===== config.mk =====
export PLATFORM = sky130hd
export DESIGN_NAME = apb3_master_arbiter
export DESIGN_NICKNAME = d
export VERILOG_FILES = /design/src/rtl/apb3_master_arbiter.sv
export SDC_FILE = /design/constraint.sdc
export NUM_CORES = 1
export LEC_CHECK = 0
export ABC_AREA = 0
export CELL_PAD_IN_SITES_DETAIL_PLACEMENT = 0
export CELL_PAD_IN_SITES_GLOBAL_PLACEMENT = 2
export CORE_ASPECT_RATIO = 0.75
export CORE_MARGIN = 1
export CORE_UTILIZATION = 18
export CTS_BUF_LIST = sky130_fd_sc_hd__clkbuf_16
export DETAILED_ROUTE_END_ITERATION = 8
export PLACE_DENSITY_LB_ADDON = 0.3
export SLEW_MARGIN = 20
export SYNTH_ARGS = -nofsm -noshare
export SYNTH_HDL_FRONTEND = slang
export SYNTH_SLANG_ARGS = --single-unit

===== constraint.sdc =====
create_clock -name clk -period 2.6 [get_ports clk]
set_clock_uncertainty 0.1 [all_clocks]
set_input_delay 0.39 -clock clk [delete_from_list [all_inputs] [get_ports clk]]
set_output_delay 0.39 -clock clk [all_outputs]
set_load 0.01 [all_outputs]

===== src/rtl/apb3_master_arbiter.sv =====
// apb3_master_arbiter: round-robin sharing of one APB3 master bus between several requesters
module apb3_master_arbiter #(
  parameter int APB_ADDR_WIDTH_P   = 32,
  parameter int APB_DATA_WIDTH_P   = 32,
  parameter int APB_NR_OF_SLAVES_P = 4,
  parameter int NR_OF_REQ_P        = 2,
  parameter int SLAVE_SEL_LSB_P    = 12,
  parameter int TIMEOUT_P          = 255
) (
  input  logic                                       clk,
  input  logic                                       rst,
  input  logic [NR_OF_REQ_P-1:0]                     req_valid,
  output logic [NR_OF_REQ_P-1:0]                     req_ready,
  input  logic [NR_OF_REQ_P-1:0]                     req_write,
  input  logic [NR_OF_REQ_P*APB_ADDR_WIDTH_P-1:0]    req_addr,
  input  logic [NR_OF_REQ_P*APB_DATA_WIDTH_P-1:0]    req_wdata,
  output logic [NR_OF_REQ_P-1:0]                     rsp_valid,
  output logic [APB_DATA_WIDTH_P-1:0]                rsp_rdata,
  output logic                                       rsp_slverr,
  output logic [APB_NR_OF_SLAVES_P-1:0]              psel,
  output logic                                       penable,
  output logic [APB_ADDR_WIDTH_P-1:0]                paddr,
  output logic                                       pwrite,
  output logic [APB_DATA_WIDTH_P-1:0]                pwdata,
  input  logic [APB_NR_OF_SLAVES_P*APB_DATA_WIDTH_P-1:0] prdata,
  input  logic [APB_NR_OF_SLAVES_P-1:0]              pready,
  input  logic [APB_NR_OF_SLAVES_P-1:0]              pslverr
);
  localparam int AW = APB_ADDR_WIDTH_P;
  localparam int DW = APB_DATA_WIDTH_P;
  localparam int NS = APB_NR_OF_SLAVES_P;
  localparam int NR = NR_OF_REQ_P;
  localparam int SW = (NS > 1) ? $clog2(NS) : 1;
  localparam int PW = (NR > 1) ? $clog2(NR) : 1;
  localparam int CW = $clog2(TIMEOUT_P + 1);
  typedef enum logic [1:0] {IDLE, SETUP, ACCESS} state_t;
  state_t          state_q, state_n;
  logic [PW-1:0]   ptr_q, ptr_n, g, gnt_q;
  logic            any, take, dec_ok;
  logic [AW-1:0]   addr_g;
  logic [DW-1:0]   wdata_g;
  logic            write_g;
  logic [SW-1:0]   idx_g;
  logic [CW-1:0]   cnt_q, cnt_inc;
  logic            sel_ready, sel_err, timed_out, done;
  logic [DW-1:0]   sel_rdata;
  logic [NS-1:0]   psel_n;
  logic            penable_n;
  logic [NR-1:0]   rsp_valid_n;
  logic [DW-1:0]   rsp_rdata_n;
  logic            rsp_slverr_n;
  // round-robin search from the pointer and fetch the winner's request fields
  always_comb begin
    logic [PW-1:0] j;
    any = 1'b0;
    g = '0;
    j = '0;
    for (int k = 0; k < NR; k++) begin
      j = PW'((int'(ptr_q) + k) % NR);
      if (!any && req_valid[j]) begin
        any = 1'b1;
        g = j;
      end
    end
    addr_g = '0;
    wdata_g = '0;
    write_g = 1'b0;
    for (int r = 0; r < NR; r++) begin
      if (int'(g) == r) begin
        addr_g = req_addr[r*AW +: AW];
        wdata_g = req_wdata[r*DW +: DW];
        write_g = req_write[r];
      end
    end
    idx_g = addr_g[SLAVE_SEL_LSB_P +: SW];
    dec_ok = int'(idx_g) < NS;
    ptr_n = PW'((int'(g) + 1) % NR);
    take = (state_q == IDLE) && any && !rst;
  end
  // response mux from the selected slave and transfer termination
  always_comb begin
    sel_rdata = '0;
    for (int s = 0; s < NS; s++) begin
      if (psel[s]) sel_rdata = prdata[s*DW +: DW];
    end
    sel_ready = |(pready & psel);
    sel_err = |(pslverr & psel);
    cnt_inc = cnt_q + CW'(1);
    timed_out = cnt_inc == CW'(TIMEOUT_P);
    done = sel_ready || timed_out;
  end
  // state register
  always_ff @(posedge clk) begin
    if (rst) state_q <= IDLE;
    else state_q <= state_n;
  end
  // next-state logic
  always_comb begin
    state_n = (state_q == IDLE)  ? ((take && dec_ok) ? SETUP : IDLE) :
              (state_q == SETUP) ? ACCESS :
              (done ? IDLE : ACCESS);
  end
  // next values of the registered outputs plus the combinational grant pulse
  always_comb begin
    req_ready = take ? NR'(1) << g : '0;
    psel_n = (state_q == IDLE) ? ((take && dec_ok) ? NS'(1) << idx_g : '0) :
             (state_q == SETUP || !done) ? psel : '0;
    penable_n = (state_q == SETUP) || (state_q == ACCESS && !done);
    rsp_valid_n = (state_q == IDLE) ? ((take && !dec_ok) ? NR'(1) << g : '0) :
                  (state_q == ACCESS && done) ? NR'(1) << gnt_q : '0;
    rsp_rdata_n = (state_q == ACCESS && sel_ready && !pwrite) ? sel_rdata : '0;
    rsp_slverr_n = (state_q == IDLE) ? (take && !dec_ok) :
                   (state_q == ACCESS) && (sel_ready ? sel_err : timed_out);
  end
  // output, latch, pointer and timeout counter registers
  always_ff @(posedge clk) begin
    if (rst) begin
      psel <= '0;
      penable <= 1'b0;
      paddr <= '0;
      pwrite <= 1'b0;
      pwdata <= '0;
      rsp_valid <= '0;
      rsp_rdata <= '0;
      rsp_slverr <= 1'b0;
      ptr_q <= '0;
      gnt_q <= '0;
      cnt_q <= '0;
    end else begin
      psel <= psel_n;
      penable <= penable_n;
      rsp_valid <= rsp_valid_n;
      rsp_rdata <= rsp_rdata_n;
      rsp_slverr <= rsp_slverr_n;
      cnt_q <= (state_q == ACCESS) ? cnt_inc : '0;
      if (take) begin
        ptr_q <= ptr_n;
        gnt_q <= g;
      end
      if (take && dec_ok) begin
        paddr <= addr_g;
        pwrite <= write_g;
        pwdata <= wdata_g;
      end
    end
  end
endmodule


==> flow_metrics.py <==
metrics = {
    "yosys": {
        "synth_area_sq_um": 5450,
        "yosysWarnings": 0,
        "synth_top_area_share_pct": 42.9,
        "synthTopCellsByArea": "dfxtp_1, mux2i_1, a211oi_1",
        "syn-num-nets": 894,
        "synth_edf_count": 0,
        "synthArstFlopShare_pct": 0,
        "synth_cells": 622,
        "synth-main-ff-cell": "dfxtp_1",
        "synth_cell_types": 41,
        "yosysTopAreaCell": "dfxtp_1",
        "avgSynthCellArea_sq_um": 8.77,
        "ys_seq_area_share_pct": 42.9,
        "synth-seq-cells": 117,
    },
    "timing": {
        "hold_slack_ps": 219,
        "finalHoldViolations": 0,
        "fin_ws_ps": 214,
        "fin_crit_sh_pct": 91.8,
        "rsz0062_at_grt": "no",
        "drv_slew": 0,
        "max_clock_freq_mhz": 419,
        "fin_crit_ps": 2390,
        "slew_headroom_pct": 50.3,
        "worst_pin_slew_ps": 745,
        "setup_viol": 0,
        "tns_ps": 0,
    },
    "placement": {
        "place_congestion": 0.789,
        "place_ws_ps": 149,
        "hpwl_um": 18100,
        "port_buffers": 376,
    },
    "flow_run": {
        "cap_viol_max_count": 0,
    },
    "routing": {
        "routedWlPerCell_um": 16.9,
        "drt_iter0_markers": 207,
        "drtAntennaViolNets": 0,
        "drt_pass1_iterations": 4,
        "vias": 5889,
        "vias_per_cell": 4.26,
        "drc": 0,
        "drt_wl_total_um": 23400,
    },
    "floorplanning": {
        "die-height_um": 153,
        "core_area_sq_um": 29500,
        "fp.dieW_um": 203,
        "num_rows": 54,
        "initial_core_util_pct": 18.5,
        "io_pins": 377,
        "die_area_sq_um": 31000,
    },
    "layout": {
        "area_growth_pct": 87.8,
        "multi_input_area_sq_um": 2880,
        "drive_gt1_share_pct": 5.85,
        "final_nets": 1250,
        "antenna_cells": 0,
        "seqCellArea_sq_um": 2340,
        "fillerInstances": 3100,
        "utilization_pct": 34.8,
    },
    "worst_setup_path": {
        "crit_type": "input port to output port",
        "worst_setup_path_end_kind": "output port",
        "r2r_cells": 6,
        "reg2reg_slack_ps": 540,
        "cp-start-kind": "input port",
        "required_ps": 2110,
        "cp.arrival_ps": 1900,
        "rr_endpoint": "rsp_valid[0]",
        "crit_fanout": 3,
        "r2r-start": "cnt_q[0]",
    },
    "pwr": {
        "p_leak_uw": 0.00391,
        "irDropWorstVdd_mv": 0.322,
        "power.density_nw_per_um2": 732,
    },
    "clock_network": {
        "cts_buffer_depth": 2,
        "cts_buffers": 17,
        "cts_max_level": 4,
        "clk_latency_ps": 420,
        "root_buffer": "clkbuf_16",
        "clk_pin_slew_ps": 60,
        "tritoncts_num_sinks": 117,
        "cts_tree": "done",
    },
    "grt": {
        "grt_pass1_vias": 5907,
        "grt_pass1_wl_um": 35500,
        "gr-total-overflow": 0,
        "antenna_found_initial": 1,
        "grt_max_degree": 64,
        "grt_use_total_pct": 15.2,
    },
    "status": {
        "status": "finished clean",
    },
    "min_path": {
        "hp-start": "rst",
        "hold_depth": 2,
        "worstHoldPathType": "input port to register",
        "worstHoldEndpoint": "gnt_q",
    },
}
cells by family (layout without fill, tap and decap cells):
kind of cell | after synthesis | count (layout) | synth area share (%)
and+or+nand+nor | 211 | 211 | 18.4
AOI/OAI and AO/OA | 160 | 160 | 21.0
DFF | 117 | 117 | 42.9
muxes | 65 | 65 | 11.9
buffers and inverters | 63 | 432 | 4.63
xor gates and xnor gates | 4 | 4 | 0.642
adders and majority gates | 2 | 2 | 0.459
layer usage:
metal / GRT usage [%] / wire (um)
met1: 18.7 / 10200
met2: 24.3 / 10900
met3: 5.22 / 1680
met4: 5.69 / 576
met5: 0 / 13
worst max path at each step:
stage                      start           end  slack (ps)
global placement    req_valid[1]  req_ready[0]         170
CTS                   state_q[1]  req_ready[0]          50
floorplan               cnt_q[1]       psel[0]         770
finish              req_valid[1]  req_ready[1]         210
detailed placement  req_valid[1]  req_ready[0]         150
global route          state_q[1]  req_ready[1]          80
layout by cell type, fill, tap and decap left out, drive strengths merged:
| cell type | n |
|---|---|
| a211oi | 67 |
| a21o | 1 |
| a21oi | 37 |
| a221oi | 33 |
| a22o | 5 |
| a22oi | 2 |
| a311oi | 1 |
| a31oi | 1 |
| and2 | 2 |
| and4b | 3 |
| buf | 21 |
| bufinv | 1 |
| clkbuf | 17 |
| clkdlybuf4s50 | 375 |
| clkinv | 7 |
| clkinvlp | 3 |
| dfxtp | 117 |
| ha | 2 |
| inv | 8 |
| mux2i | 65 |
| nand2 | 9 |
| nand2b | 2 |
| nand3 | 4 |
| nand3b | 2 |
| nand4 | 3 |
| nand4b | 1 |
| nor2 | 111 |
| nor2b | 34 |
| nor3 | 35 |
| nor3b | 1 |
| o2111ai | 1 |
| o211ai | 1 |
| o21a | 2 |
| o21ai | 8 |
| o31ai | 1 |
| or3 | 2 |
| or3b | 1 |
| or4 | 1 |
| xnor2 | 2 |
| xor2 | 2 |
area by class of cell:
cell class,count,share of cell area [%]
Timing Repair Buffer,396,38.9
Inverter,4,0.147
Sequential cell,117,22.9
Tap cell,392,4.79
Clock buffer,17,4.15
Multi-Input combinational cell,442,28.1
Clock inverter,15,0.989
metrics by stage:
step	total power, uW	cell area (sq um)	cells
6_report	7490	10200	1383
4_1_cts	7650	10200	1383
3_3_place_gp	5430	9710	1351
5_1_grt	8010	10200	1383
2_1_floorplan	3820	5450	622
3_5_place_dp	5430	9710	1351
worst max-delay path, stage by stage:
cell and delay, ps:
clkdlybuf4s50_1 560, o21ai_1 130, nor3_1 210, clkdlybuf4s50_1 600
cell usage after synthesis, drive strengths merged, types with 3 or more instances:
master,instances
and4b,3
o21ai,8
a221oi,33
nand4,3
nor3,35
a21oi,37
inv,4
mux2i,65
nor2b,34
nor2,111
a22o,5
nand2,9
a211oi,67
buf,12
clkbuf,47
nand3,4
dfxtp,117
sequential cells by signal, indices dropped and copies added (netlist names):
name and count:
rsp_rdata 32, penable 1, state_q 2, rsp_slverr 1
ptr_q 1, pwdata 32, pwrite 1, rsp_valid 2
gnt_q 1, psel 4, paddr 32, cnt_q 8
report_power, final:
group	switching (uW)	internal, uW	total (uW)
Clock	872	1280	2150
Sequential	227	2160	2390
Combinational	1370	1590	2950
what timing repair did:
| item | 4_1_cts | 5_1_grt |
|---|---|---|
| endpoints found under the setup margin | 0 | 2 |
| hold buffers | 0 | 0 |
| gates resized for setup | 0 | 2 |
| setup buffers | 0 | 0 |
| endpoints found under the hold margin | 0 | 0 |
Power figures use the tool's default switching activity.
